## config.mk

```make
export PLATFORM = sky130hd
export DESIGN_NAME = opb_status_bank_flat
export DESIGN_NICKNAME = d
export VERILOG_FILES = /design/src/rtl/opb_status_bank_pkg.sv /design/src/rtl/opb_status_bank_if.sv /design/src/rtl/opb_status_bank_opb_slave_if.sv /design/src/rtl/opb_status_bank.sv /design/src/flat_wrapper.sv
export SDC_FILE = /design/constraint.sdc
export NUM_CORES = 1
export LEC_CHECK = 0
export CORE_UTILIZATION = 30
export CTS_CLUSTER_DIAMETER = 100
export DETAILED_ROUTE_END_ITERATION = 8
export GPL_TIMING_DRIVEN = 0
export SLEW_MARGIN = 20
export SYNTH_ARGS = -nofsm -noshare
export SYNTH_HDL_FRONTEND = slang
export SYNTH_HIERARCHICAL = 1
export SYNTH_SLANG_ARGS = --single-unit
```

## constraint.sdc

```tcl
create_clock -name OPB_Clk -period 2.45 [get_ports OPB_Clk]
set_clock_uncertainty 0.05 [all_clocks]
set_input_delay 0.49 -clock OPB_Clk [delete_from_list [all_inputs] [get_ports OPB_Clk]]
set_output_delay 0.49 -clock OPB_Clk [all_outputs]
set_load 0.02 [all_outputs]
```

## src/rtl/opb_status_bank_pkg.sv

```systemverilog
// opb_status_bank_pkg: shared types and constants for the OPB status bank.
// The optional timestamp feature is OPB_STATUS_BANK_TSTAMP_EN; it has no
// effect on anything in this package.
package opb_status_bank_pkg;

  // Ack sequencer states of the OPB slave front end
  typedef enum logic [1:0] {
    IDLE = 2'd0,
    ACK  = 2'd1,
    HOLD = 2'd2
  } opb_state_t;

  // CTRL register bit positions
  localparam int unsigned CTRL_SNAP_BIT   = 0;
  localparam int unsigned CTRL_FREEZE_BIT = 1;
  localparam int unsigned CTRL_COUNT_LSB  = 8;
  localparam int unsigned CTRL_COUNT_W    = 8;

  // Word offsets of the control and timestamp registers
  function automatic int unsigned CTRL_OFS(int unsigned n_ch);
    return n_ch;
  endfunction

  function automatic int unsigned TSTAMP_OFS(int unsigned n_ch);
    return n_ch + 1;
  endfunction

endpackage

```

## src/rtl/opb_status_bank_if.sv

```systemverilog
// opb_status_bank_if: OPB slave-side bus bundle. Bus vectors keep the OPB
// big-endian bit numbering (bit 0 = MSB). Optional feature macro
// OPB_STATUS_BANK_TSTAMP_EN does not change this interface.
interface opb_status_bank_if #(
  parameter int unsigned C_OPB_AWIDTH = 32,
  parameter int unsigned C_OPB_DWIDTH = 32
);
  logic [0:C_OPB_AWIDTH-1]   OPB_ABus;
  logic [0:C_OPB_DWIDTH/8-1] OPB_BE;
  logic [0:C_OPB_DWIDTH-1]   OPB_DBus;
  logic                      OPB_RNW;
  logic                      OPB_select;
  logic                      OPB_seqAddr;
  logic [0:C_OPB_DWIDTH-1]   Sl_DBus;
  logic                      Sl_xferAck;
  logic                      Sl_errAck;
  logic                      Sl_retry;
  logic                      Sl_toutSup;

  modport slave (
    input  OPB_ABus, OPB_BE, OPB_DBus, OPB_RNW, OPB_select, OPB_seqAddr,
    output Sl_DBus, Sl_xferAck, Sl_errAck, Sl_retry, Sl_toutSup
  );

  modport master (
    output OPB_ABus, OPB_BE, OPB_DBus, OPB_RNW, OPB_select, OPB_seqAddr,
    input  Sl_DBus, Sl_xferAck, Sl_errAck, Sl_retry, Sl_toutSup
  );
endinterface

```

## src/rtl/opb_status_bank_opb_slave_if.sv

```systemverilog
// opb_slave_if: OPB address decode, 3-state ack sequencer and read-data
// return for the status bank. Presents a registered one-cycle wr_stb/rd_stb
// plus word index, byte enables and write data to the register bank.
// Optional feature macro OPB_STATUS_BANK_TSTAMP_EN is not used here.
module opb_slave_if
  import opb_status_bank_pkg::*;
#(
  parameter int unsigned             C_OPB_AWIDTH = 32,
  parameter int unsigned             C_OPB_DWIDTH = 32,
  parameter logic [C_OPB_AWIDTH-1:0] C_BASEADDR   = 32'h0100_4100,
  parameter logic [C_OPB_AWIDTH-1:0] C_HIGHADDR   = 32'h0100_41FF,
  parameter int unsigned             IDX_W        = C_OPB_AWIDTH - 2
) (
  input  logic                      clk,
  input  logic                      rst_n,
  opb_status_bank_if.slave          bus,
  input  logic [C_OPB_DWIDTH-1:0]   rd_data,
  output logic                      wr_stb,
  output logic                      rd_stb,
  output logic [IDX_W-1:0]          word_idx,
  output logic [C_OPB_DWIDTH/8-1:0] be,
  output logic [C_OPB_DWIDTH-1:0]   wdata
);

  opb_state_t                state;
  logic                      xfer_ack;
  logic [C_OPB_DWIDTH-1:0]   dbus_q;
  logic [C_OPB_AWIDTH-1:0]   addr;
  logic [C_OPB_AWIDTH-1:0]   offset;
  logic                      in_range;
  logic                      unused_bits;

  // Bus vectors are [0:N]; plain assignment maps bus bit 0 onto register MSB
  assign addr     = bus.OPB_ABus;
  assign offset   = addr - C_BASEADDR;
  assign in_range = (addr >= C_BASEADDR) && (addr <= C_HIGHADDR);

  assign bus.Sl_DBus    = dbus_q;
  assign bus.Sl_xferAck = xfer_ack;
  assign bus.Sl_errAck  = 1'b0;
  assign bus.Sl_retry   = 1'b0;
  assign bus.Sl_toutSup = 1'b0;

  assign unused_bits = &{1'b0, bus.OPB_seqAddr, offset[1:0]};

  // Ack sequencer: capture in IDLE, ack + commit leaving ACK, one dead cycle in HOLD.
  // Sl_xferAck/Sl_DBus are registered, so they are visible during HOLD.
  always_ff @(posedge clk or negedge rst_n) begin
    if (!rst_n) begin
      state    <= IDLE;
      xfer_ack <= 1'b0;
      dbus_q   <= '0;
      wr_stb   <= 1'b0;
      rd_stb   <= 1'b0;
      word_idx <= '0;
      be       <= '0;
      wdata    <= '0;
    end else begin
      case (state)
        IDLE: begin
          xfer_ack <= 1'b0;
          dbus_q   <= '0;
          if (bus.OPB_select && in_range) begin
            word_idx <= offset[C_OPB_AWIDTH-1:2];
            be       <= bus.OPB_BE;
            wdata    <= bus.OPB_DBus;
            rd_stb   <= bus.OPB_RNW;
            wr_stb   <= !bus.OPB_RNW;
            state    <= ACK;
          end
        end
        ACK: begin
          xfer_ack <= 1'b1;
          dbus_q   <= rd_stb ? rd_data : '0;
          rd_stb   <= 1'b0;
          wr_stb   <= 1'b0;
          state    <= HOLD;
        end
        HOLD: begin
          xfer_ack <= 1'b0;
          dbus_q   <= '0;
          state    <= IDLE;
        end
        default: begin
          xfer_ack <= 1'b0;
          dbus_q   <= '0;
          rd_stb   <= 1'b0;
          wr_stb   <= 1'b0;
          state    <= IDLE;
        end
      endcase
    end
  end

endmodule

```

## src/rtl/opb_status_bank.sv

```systemverilog
// opb_status_bank: N_CH user status words exposed over OPB with per-bit
// sticky accumulation (W1C), coherent snapshots, freeze and a snapshot
// counter. Optional feature macro: OPB_STATUS_BANK_TSTAMP_EN adds a
// free-running 32-bit timestamp captured on every accepted snapshot.
module opb_status_bank
  import opb_status_bank_pkg::*;
#(
  parameter logic [31:0]       C_BASEADDR    = 32'h0100_4100,
  parameter logic [31:0]       C_HIGHADDR    = 32'h0100_41FF,
  parameter int unsigned       C_OPB_AWIDTH  = 32,
  parameter int unsigned       C_OPB_DWIDTH  = 32,
  parameter int unsigned       N_CH          = 4,
  parameter int unsigned       DATA_W        = 32,
  parameter logic [DATA_W-1:0] C_STICKY_MASK = 32'h0000_0000
) (
  input  logic                     OPB_Clk,
  input  logic                     OPB_Rst_n,
  opb_status_bank_if.slave         opb,
  input  logic [N_CH*DATA_W-1:0]   user_data_in,
  input  logic                     user_snap,
  output logic                     snap_busy_o
);

  localparam int unsigned      IDX_W    = C_OPB_AWIDTH - 2;
  localparam int unsigned      N_LANE   = DATA_W / 8;
  localparam logic [IDX_W-1:0] CTRL_IDX = IDX_W'(CTRL_OFS(N_CH));

  logic              wr_stb;
  logic              rd_stb;
  logic [IDX_W-1:0]  word_idx;
  logic [N_LANE-1:0] be;
  logic [DATA_W-1:0] wdata;
  logic [DATA_W-1:0] rd_data;
  logic [DATA_W-1:0] be_mask;

  logic [DATA_W-1:0] live [N_CH];
  logic [DATA_W-1:0] snap [N_CH];
  logic [DATA_W-1:0] clr  [N_CH];
  logic              freeze;
  logic [7:0]        snap_count;
  logic              ctrl_wr;
  logic              sw_snap;
  logic              snap_take;

  opb_slave_if #(
    .C_OPB_AWIDTH (C_OPB_AWIDTH),
    .C_OPB_DWIDTH (C_OPB_DWIDTH),
    .C_BASEADDR   (C_BASEADDR),
    .C_HIGHADDR   (C_HIGHADDR),
    .IDX_W        (IDX_W)
  ) u_slave (
    .clk      (OPB_Clk),
    .rst_n    (OPB_Rst_n),
    .bus      (opb),
    .rd_data  (rd_data),
    .wr_stb   (wr_stb),
    .rd_stb   (rd_stb),
    .word_idx (word_idx),
    .be       (be),
    .wdata    (wdata)
  );

  assign ctrl_wr     = wr_stb && (word_idx == CTRL_IDX);
  assign sw_snap     = ctrl_wr && be[0] && wdata[CTRL_SNAP_BIT];
  assign snap_take   = (user_snap || sw_snap) && !freeze;
  assign snap_busy_o = freeze;

  // Expand byte enables into a per-bit write mask
  always_comb begin
    be_mask = '0;
    for (int unsigned k = 0; k < N_LANE; k++) begin
      be_mask[k*8 +: 8] = {8{be[k]}};
    end
  end

  // Per-channel W1C clear mask, restricted to sticky bits and enabled bytes
  always_comb begin
    for (int unsigned i = 0; i < N_CH; i++) begin
      clr[i] = '0;
      if (wr_stb && (word_idx == IDX_W'(i))) begin
        clr[i] = wdata & be_mask & C_STICKY_MASK;
      end
    end
  end

  // Live accumulation, snapshot capture, snapshot counter and freeze bit
  always_ff @(posedge OPB_Clk or negedge OPB_Rst_n) begin
    if (!OPB_Rst_n) begin
      for (int unsigned i = 0; i < N_CH; i++) begin
        live[i] <= '0;
        snap[i] <= '0;
      end
      snap_count <= '0;
      freeze     <= 1'b0;
    end else begin
      for (int unsigned i = 0; i < N_CH; i++) begin
        // New data ORs in after the clear, so a same-cycle set beats W1C
        live[i] <= (live[i] & C_STICKY_MASK & ~clr[i]) | user_data_in[i*DATA_W +: DATA_W];
        if (snap_take) begin
          snap[i] <= live[i];
        end
      end
      if (snap_take) begin
        snap_count <= snap_count + 8'd1;
      end
      if (ctrl_wr && be[0]) begin
        freeze <= wdata[CTRL_FREEZE_BIT];
      end
    end
  end

`ifdef OPB_STATUS_BANK_TSTAMP_EN
  localparam logic [IDX_W-1:0] TSTAMP_IDX = IDX_W'(TSTAMP_OFS(N_CH));

  logic [31:0] tstamp_cnt;
  logic [31:0] tstamp;

  // Free-running timestamp, latched on every accepted snapshot
  always_ff @(posedge OPB_Clk or negedge OPB_Rst_n) begin
    if (!OPB_Rst_n) begin
      tstamp_cnt <= '0;
      tstamp     <= '0;
    end else begin
      tstamp_cnt <= tstamp_cnt + 32'd1;
      if (snap_take) begin
        tstamp <= tstamp_cnt;
      end
    end
  end
`endif

  // Read mux: snapshot words, CTRL, optional TSTAMP, everything else zero
  always_comb begin
    rd_data = '0;
    for (int unsigned i = 0; i < N_CH; i++) begin
      if (word_idx == IDX_W'(i)) begin
        rd_data = snap[i];
      end
    end
    if (word_idx == CTRL_IDX) begin
      rd_data = '0;
      rd_data[CTRL_FREEZE_BIT] = freeze;
      rd_data[CTRL_COUNT_LSB +: CTRL_COUNT_W] = snap_count;
    end
`ifdef OPB_STATUS_BANK_TSTAMP_EN
    if (word_idx == TSTAMP_IDX) begin
      rd_data = tstamp;
    end
`endif
  end

endmodule

```

## src/flat_wrapper.sv

```systemverilog
// flat-port wrapper written by rule: the top's interface ports become plain ports
module opb_status_bank_flat import opb_status_bank_pkg::*;
#(
  parameter logic [31:0]       C_BASEADDR    = 32'h0100_4100,
  parameter logic [31:0]       C_HIGHADDR    = 32'h0100_41FF,
  parameter int unsigned       C_OPB_AWIDTH  = 32,
  parameter int unsigned       C_OPB_DWIDTH  = 32,
  parameter int unsigned       N_CH          = 4,
  parameter int unsigned       DATA_W        = 32,
  parameter logic [DATA_W-1:0] C_STICKY_MASK = 32'h0000_0000
)
  (OPB_Clk, OPB_Rst_n, user_data_in, user_snap, snap_busy_o, opb_OPB_ABus, opb_OPB_BE, opb_OPB_DBus, opb_OPB_RNW, opb_OPB_select, opb_OPB_seqAddr, opb_Sl_DBus, opb_Sl_xferAck, opb_Sl_errAck, opb_Sl_retry, opb_Sl_toutSup);
  opb_status_bank_if #(.C_OPB_AWIDTH(C_OPB_AWIDTH), .C_OPB_DWIDTH(C_OPB_DWIDTH)) opb_i ();
  input  logic OPB_Clk;
  input  logic OPB_Rst_n;
  input  logic [N_CH*DATA_W-1:0] user_data_in;
  input  logic user_snap;
  output logic snap_busy_o;
  input wire logic [$bits(opb_i.OPB_ABus)-1:0] opb_OPB_ABus;
  input wire logic [$bits(opb_i.OPB_BE)-1:0] opb_OPB_BE;
  input wire logic [$bits(opb_i.OPB_DBus)-1:0] opb_OPB_DBus;
  input wire logic [$bits(opb_i.OPB_RNW)-1:0] opb_OPB_RNW;
  input wire logic [$bits(opb_i.OPB_select)-1:0] opb_OPB_select;
  input wire logic [$bits(opb_i.OPB_seqAddr)-1:0] opb_OPB_seqAddr;
  output wire logic [$bits(opb_i.Sl_DBus)-1:0] opb_Sl_DBus;
  output wire logic [$bits(opb_i.Sl_xferAck)-1:0] opb_Sl_xferAck;
  output wire logic [$bits(opb_i.Sl_errAck)-1:0] opb_Sl_errAck;
  output wire logic [$bits(opb_i.Sl_retry)-1:0] opb_Sl_retry;
  output wire logic [$bits(opb_i.Sl_toutSup)-1:0] opb_Sl_toutSup;
  assign opb_i.OPB_ABus = opb_OPB_ABus;
  assign opb_i.OPB_BE = opb_OPB_BE;
  assign opb_i.OPB_DBus = opb_OPB_DBus;
  assign opb_i.OPB_RNW = opb_OPB_RNW;
  assign opb_i.OPB_select = opb_OPB_select;
  assign opb_i.OPB_seqAddr = opb_OPB_seqAddr;
  assign opb_Sl_DBus = opb_i.Sl_DBus;
  assign opb_Sl_xferAck = opb_i.Sl_xferAck;
  assign opb_Sl_errAck = opb_i.Sl_errAck;
  assign opb_Sl_retry = opb_i.Sl_retry;
  assign opb_Sl_toutSup = opb_i.Sl_toutSup;
  opb_status_bank #(.C_BASEADDR(C_BASEADDR), .C_HIGHADDR(C_HIGHADDR), .C_OPB_AWIDTH(C_OPB_AWIDTH), .C_OPB_DWIDTH(C_OPB_DWIDTH), .N_CH(N_CH), .DATA_W(DATA_W), .C_STICKY_MASK(C_STICKY_MASK)) u_core (.OPB_Clk(OPB_Clk), .OPB_Rst_n(OPB_Rst_n), .opb(opb_i), .user_data_in(user_data_in), .user_snap(user_snap), .snap_busy_o(snap_busy_o));
endmodule
```

==> impl_metrics.yaml, run 1 <==
outcome:
  status: "finished, final reports clean"
power_and_ir_drop:
  leakage_nw: 7.81
  p_per_area_mw_per_mm2: 760
  ir_drop_mv: 0.498
timing:
  rsz0062_at_grt: "true"
  final_min_period_over_clock_period_pct: 98.0
  max_freq_ghz: 0.416
  hold_viol: 0
  setup_viol: 0
  fin_crit_ns: 2.40
  maxSlewViolCount: 0
  slew_headroom_pct: 49.2
  tns_ns: 0
  worst_slew_pin_slew_ns: 0.761
setup_path:
  cp_slowest_cell: "o41ai_4"
  critPathRequiredTime_ns: 2.83
  cp_top_family: "buffers and inverters"
  crit_arrival_ns: 2.79
  crit_buf_inv: 3
  startpoint_type: "flop"
  cpPeakStageDelay_ns: 0.41
  crit_fanout: 10
  worst-setup-path-type: "reg2reg"
  crit_path_start: "u_core/u_slave/word_idx[24]"
  crit_chain: "nor4_2 > nand4_1 > o41ai_4 > buf_6 > clkbuf_16 > buf_12 > mux2_4"
  cp-end-kind: "flop"
  r2r_start: "u_core/u_slave/word_idx[24]"
global_routing:
  grt_pass1_wl_um: 47600
  globalRouteTotalUtil_pct: 14.6
  grt_pass1_vias: 7779
  antenna_found_initial: 2
  overflow: 0
  grt_max_degree: 97
cts:
  clockBufferDepth: 3
  cts_max_level: 2
  clock_latency_ns: 0.55
  numCtsBuffers: 39
  cts_sinks: 335
  clkSlewWorstSetupHoldPaths_ns: 0.06
  cts_tree: "yes"
  root_buffer: "clkbuf_16"
finish:
  layout_commonest_cell: "dfrtp_1"
  instances_no_fill: 1600
  area_delta_synth_final_pct: 35.3
  fill_cells: 3831
  drive_above_1_share_pct: 29.6
  ff_latch_area_mm2: 0.00838
  layout.nets: 1237
  layout_common_cells: "dfrtp_1 (335), clkdlybuf4s50_1 (190), mux2_4 (110)"
  multi_input_area_mm2: 0.00404
drt:
  ant_nets: 0
  drt_iter0_drc: 346
  vias_per_cell: 4.42
  first_pass_iters: 4
  drt-total-wl_um: 31400
  vias: 7078
  detail_route.wl_per_cell_um: 19.6
  drc: 0
placement:
  place_hpwl_um: 20700
  io_buffers: 201
  dp.cells: 1512
  globalplace.congestion: 0.746
flow_run:
  cap_viol_max_count: 0
floorplanning:
  initial_core_util_pct: 30.6
  die_area_mm2: 0.0438
  core_mm2: 0.0421
  fp.dieW_um: 209
  die_h_um: 209
  rows: 75
  io_pins: 239
synthesis:
  synthCells: 767
  syn_avg_cell_area_um2: 16.8
  ys_warn_count: 6
  syn_area_mm2: 0.0129
min_path:
  hp-start: "opb_OPB_ABus[8]"
  min_path_type: "in2reg"
[final timing paths]
check	to	slack, ns	cells after the start
max	u_core/snap[76]	0.05	7
min	u_core/u_slave/word_idx[6]	0.22	2
max reg2reg	u_core/snap[76]	0.05	7
min reg2reg	u_core/snap[7]	0.41	1
max in group asynchronous	u_core/live[124]	0.52	4
min in group asynchronous	u_core/u_slave/word_idx[1]	0.52	2
[routing by layer]
layer	GRT usage [%]	up-vias	share of wire, %
met5	0	-	0.038
met3	2.99	55	4.4
met2	22.8	175	47
met4	5.63	2	2.6
met1	20.0	3619	46
li1	-	3227	-
[report_power, final]
part	internal [mW]	switching (mW)	total [mW]	leakage (nW)
clock	3.66	2.29	5.95	0.655
sequential	5.92	0.233	6.15	3.96
combinational	0.769	0.387	1.16	3.19
[flip-flops by register name, indices dropped and copies added, names as in the netlist, 2 cells and up]
register and count:
u_core/live 128, u_core/snap 128, u_core/u_slave/word_idx 30, u_core/snap_count 8, u_core/u_slave/state 2, u_core/u_slave/bus.Sl_DBus 32
u_core/u_slave/wdata 2
[metrics by stage]
stage / utilization [%] / cell area, um2 / setup slack [ns] / power (mW) / hold slack, ns
after floorplan: - / 12900 / -0.153 / 6.77 / 0.144
after global placement: 37.1 / 15600 / -13.76 / 7.33 / 0.399
after detailed placement: 37.3 / 15700 / -0.735 / 7.36 / 0.403
after CTS: 40.6 / 17100 / 0.00146 / 13.4 / 0.279
after global routing: 41.4 / 17400 / -0.0388 / 13.8 / 0.242
final: 41.4 / 17400 / 0.0487 / 13.3 / 0.220
[timing repair]
action	4_1_cts	5_1_grt
setup endpoints to repair	169	168
cloned	0	7
resized for setup	26	24
pin swaps	9	6
endpoints found under the hold margin	95	0
buffers inserted	4	6
hold buffers	1	0
[cell type report]
class / instances / share of cell area [%]
plain buffers: 43 / 3.16
flip-flops and latches: 335 / 48.1
repair buffers: 222 / 13.5
diodes: 1 / 0.0144
well taps: 539 / 3.87
inverters: 26 / 0.560
clock inverters: 17 / 1.21
multi-input cells: 365 / 23.1
clock buffers: 52 / 6.46
(Power assumes the default switching activity.)
==> inputs of run 2 (changes only) <==
Settings changed: ABC_AREA set to 0, SKIP_CTS_REPAIR_TIMING set to 1.
==> run 2 against run 1 <==
Register-to-register slack about the same. Via count down 0.11%. Cell count down 0.44%. Sequential power about the same. Count of clock-buffer cells in the layout unchanged. Final area down 0.55%. Core utilization down 0.23 points. Critical path type unchanged.
==> impl_metrics.yaml, run 2 (synthesis results as in run 1) <==
setup_path:
  r2r_slack_ns: 0.05
  cp-end-kind: "flop"
  rr_worst_depth: 7
  crit_arrival_ns: 2.77
  worst-setup-path-type: "reg2reg"
  r2r_end: "u_core/snap[29]"
  startpoint_type: "flop"
  crit_fanout: 10
  critPathRequiredTime_ns: 2.82
  r2r_start: "u_core/u_slave/word_idx[24]"
floorplanning:
  io_pins: 239
  rows: 75
  die_h_um: 209
  core_mm2: 0.0421
  die_area_mm2: 0.0438
  fp.dieW_um: 209
  initial_core_util_pct: 30.6
power_and_ir_drop:
  ir_drop_mv: 0.498
  leakage_nw: 7.81
  p_per_area_mw_per_mm2: 762
global_routing:
  globalRouteTotalUtil_pct: 14.6
  grt_max_degree: 97
  grt_pass1_wl_um: 47500
  overflow: 0
  antenna_found_initial: 2
  grt_pass1_vias: 7751
cts:
  clockBufferDepth: 3
  cts_sinks: 335
  clkSlewWorstSetupHoldPaths_ns: 0.06
  cts_max_level: 2
  numCtsBuffers: 39
  clock_latency_ns: 0.55
  cts_tree: "yes"
  root_buffer: "clkbuf_16"
timing:
  worst_slew_pin_slew_ns: 0.745
  rsz0062_at_grt: "true"
  maxSlewViolCount: 0
  final_min_period_over_clock_period_pct: 97.9
  slew_headroom_pct: 50.2
  tns_ns: 0
  hold_viol: 0
  max_freq_ghz: 0.417
  fin_crit_ns: 2.40
  setup_viol: 0
  fin_ws_ns: 0.0525
drt:
  drt_iter0_drc: 365
  detail_route.wl_per_cell_um: 19.5
  drc: 0
  vias: 7070
  vias_per_cell: 4.44
  first_pass_iters: 4
  ant_nets: 0
  drt-total-wl_um: 31000
finish:
  layout_commonest_cell: "dfrtp_1"
  layout_common_cells: "dfrtp_1 (335), clkdlybuf4s50_1 (189), mux2_4 (109)"
  design_area_mm2: 0.0173
  layout.nets: 1230
  drive_above_1_share_pct: 29.5
  fill_cells: 3832
  area_delta_synth_final_pct: 34.5
outcome:
  status: "finished, final reports clean"
flow_run:
  cap_viol_max_count: 0
placement:
  place_hpwl_um: 20700
  place_ws_ns: -0.735
  io_buffers: 201
  placedInstanceArea_mm2: 0.0157
  globalplace.congestion: 0.746
min_path:
  hp-start: "opb_OPB_ABus[8]"
  holdPathEnd: "u_core/u_slave/word_idx[6]"
  hold_depth: 2
  min_path_type: "in2reg"
run 2: metal layers:
layer	up-vias	global-route usage, %	wire [um]	share of wire, %
met3	54	3.01	1600	5.1
met2	192	22.8	14400	46
li1	3219	-	-	-
met1	3603	19.9	14200	46
met5	-	0	17	0.055
met4	2	5.63	835	2.7
run 2: how the worst max path moves through the flow:
stage / startpoint / end / slack, ns / cells past startpoint
floorplan: opb_OPB_ABus[26] / u_core/u_slave/word_idx[4] / -0.15 / 7
global placement: OPB_Rst_n / u_core/live[25] / -13.76 / 1
detailed placement: opb_OPB_ABus[12] / u_core/u_slave/word_idx[20] / -0.74 / 9
CTS: u_core/u_slave/word_idx[1] / u_core/u_slave/bus.Sl_DBus[27] / -0.62 / 5
global route: u_core/u_slave/word_idx[28] / u_core/snap[32] / -0.03 / 7
finish: u_core/u_slave/word_idx[24] / u_core/snap[29] / 0.05 / 7
run 2: power breakdown:
group / leakage (nW) / switching (mW) / internal (mW)
Clock: 0.655 / 2.28 / 3.66
Combinational: 3.20 / 0.379 / 0.746
Sequential: 3.96 / 0.233 / 5.92
Total: 7.81 / 2.89 / 10.3
run 2: cell type report:
cell class / instances / area, um2 / area share (%)
plain buffers: 43 / 522 / 3.01
flip-flops and latches: 335 / 8380 / 48.3
inverters: 26 / 97.6 / 0.563
multi-input cells: 365 / 4070 / 23.5
clock buffers: 52 / 1130 / 6.49
diodes: 1 / 2.50 / 0.0144
well taps: 539 / 674 / 3.89
repair buffers: 215 / 2250 / 13.0
clock inverters: 17 / 211 / 1.22
run 2: through the flow:
step	util [%]	std cells	hold WS, ns	power (mW)
floorplan	-	769	0.144	6.77
global route	41.1	1592	0.241	13.8
CTS	40.4	1581	-0.0722	13.4
finish	41.2	1593	0.222	13.2
detailed placement	37.3	1512	0.403	7.36
global placement	37.1	1509	0.399	7.33
run 2: critical path, cell delays in order (launching register included):
cell and delay (ns):
dfrtp_1 0.39, nor4_2 0.30, nand4_1 0.27, o41ai_4 0.42
buf_6 0.19, clkbuf_16 0.18, buf_12 0.16, mux2_4 0.30
==> inputs of run 3 (changes only) <==
Settings changed: CORE_MARGIN set to 2.
Clock period 2.45 ns to 2.55 ns, I/O delays scaled along.
==> run 3 against run 2 <==
Register-to-register slack improved by 0.05 ns. Wire length increased by 0.88%. Via count increased by 0.91%. Sequential share of layout area increased by 0.14 points. Combinational power decreased by 5%. Critical path depth increased by 1. Critical endpoint is now u_core/u_slave/word_idx[2]. Flip-flop and latch count unchanged. First-iteration DRC count decreased by 4.4%. Largest power group is now the clock network. Core utilization decreased by 0.12 points.
==> impl_metrics.yaml, run 3 (synthesis results as in run 1) <==
drt:
  first_pass_iters: 4
  drt_iter0_drc: 349
  vias_per_cell: 4.47
  drt-total-wl_um: 31300
  detail_route.wl_per_cell_um: 19.6
  ant_nets: 0
  vias: 7134
  drc: 0
flow_run:
  cap_viol_max_count: 0
global_routing:
  met1_usage_pct: 18.9
  gr-usage-met2_pct: 22.7
  busiest_layer: "met2"
  grt_max_degree: 88
  antenna_found_initial: 1
  grtUsageMet3_pct: 3.23
  overflow: 0
  grt_pass1_wl_um: 46600
  globalRouteTotalUtil_pct: 14.1
  grt_pass1_vias: 7720
finish:
  instances_no_fill: 1597
  postLayoutCoreUtil_pct: 41.0
  layout.nets: 1230
  area_delta_synth_final_pct: 34.1
  design_area_mm2: 0.0173
  drive_above_1_share_pct: 29.5
  layout_commonest_cell: "dfrtp_1"
  layout_common_cells: "dfrtp_1 (335), clkdlybuf4s50_1 (192), mux2_4 (109)"
  fill_cells: 3813
setup_path:
  cp-end-kind: "flop"
  cp_top_family: "simple AND/OR/NAND/NOR gates"
  startpoint_type: "input port"
  cpPeakStageDelay_ns: 0.49
  crit_arrival_ns: 2.91
  crit_fanout: 6
  cp_slowest_cell: "or4_4"
  critPathRequiredTime_ns: 2.93
  crit_buf_inv: 3
  worst-setup-path-type: "in2reg"
  crit_chain: "clkdlybuf4s50_1 > or4_4 > or2_4 > a2111o_1 > a311o_1 > buf_6 > buf_12 > mux2_4"
timing:
  tns_ns: 0
  setup_viol: 0
  fin_crit_ns: 2.53
  max_freq_ghz: 0.395
  maxSlewViolCount: 0
  final_min_period_over_clock_period_pct: 99.3
  hold_viol: 0
  slew_headroom_pct: 49.6
  worst_slew_pin_slew_ns: 0.756
cts:
  root_buffer: "clkbuf_16"
  clkSlewWorstSetupHoldPaths_ns: 0.06
  cts_max_level: 2
  clockBufferDepth: 3
  cts_sinks: 335
  numCtsBuffers: 39
  cts_tree: "yes"
  clock_latency_ns: 0.55
floorplanning:
  rows: 75
  die_area_mm2: 0.0446
  fp.dieW_um: 211
  io_pins: 239
  die_h_um: 211
  initial_core_util_pct: 30.6
  core_mm2: 0.0421
placement:
  io_buffers: 201
  place_hpwl_um: 20700
  globalplace.congestion: 0.739
  placedInstanceArea_mm2: 0.0157
  dp.cells: 1512
power_and_ir_drop:
  ir_drop_mv: 0.391
  leakage_nw: 7.79
  p_per_area_mw_per_mm2: 745
outcome:
  status: "finished, final reports clean"
min_path:
  min_path_type: "in2reg"
## run 3: cell count changes in the layout (fill, tap and decap cells not counted), moves of 3 or more
cell	change
inv_6	+6
dlymetal6s2s_1	-3
buf_4	+4
clkdlybuf4s50_1	+3
nor4_1	+3
## run 3: final cells by class
cell class              count  area (um2)  share of cell area (%)
diodes                      2        5.00                  0.0289
repair buffers            215        2220                    12.9
inverters                  26        97.6                   0.564
multi-input cells         365        4040                    23.4
flip-flops and latches    335        8380                    48.5
clock inverters            24         303                    1.75
clock buffers              48        1070                    6.19
well taps                 539         674                    3.90
plain buffers              43         490                    2.84
## run 3: per-layer routing
metal  share of wire, %  wire (um)
met2                 47      14900
met4                2.0        629
met1                 44      13800
met5              0.042         13
met3                6.3       1980
## run 3: worst paths after layout
kind | endpoint | cells past startpoint | slack (ns) | start
max reg2reg | u_core/u_slave/bus.Sl_DBus[31] | 5 | 0.10 | u_core/u_slave/word_idx[1]
min reg2reg | u_core/snap[50] | 1 | 0.42 | u_core/live[50]
max | u_core/u_slave/word_idx[2] | 8 | 0.02 | opb_OPB_ABus[28]
min in group asynchronous | u_core/u_slave/word_idx[1] | 2 | 0.50 | OPB_Rst_n
min | u_core/live[51] | 1 | 0.34 | user_data_in[83]
max in group asynchronous | u_core/snap[117] | 4 | 0.66 | OPB_Rst_n
## run 3: power by group
part / leakage [nW] / internal [mW] / switching, mW
clock: 0.683 / 3.63 / 2.29
sequential: 3.96 / 5.68 / 0.219
combinational: 3.15 / 0.707 / 0.356
total: 7.79 / 10.0 / 2.86
## run 3: per-stage QoR
stage / hold slack, ns / total power [mW] / setup slack [ns]
2_1_floorplan: 0.164 / 6.51 / -0.0733
3_3_place_gp: 0.402 / 7.03 / -13.62
3_5_place_dp: 0.411 / 7.06 / -0.647
4_1_cts: -0.0768 / 13.1 / -0.604
5_1_grt: 0.319 / 13.4 / -0.00391
6_report: 0.342 / 12.9 / 0.0175
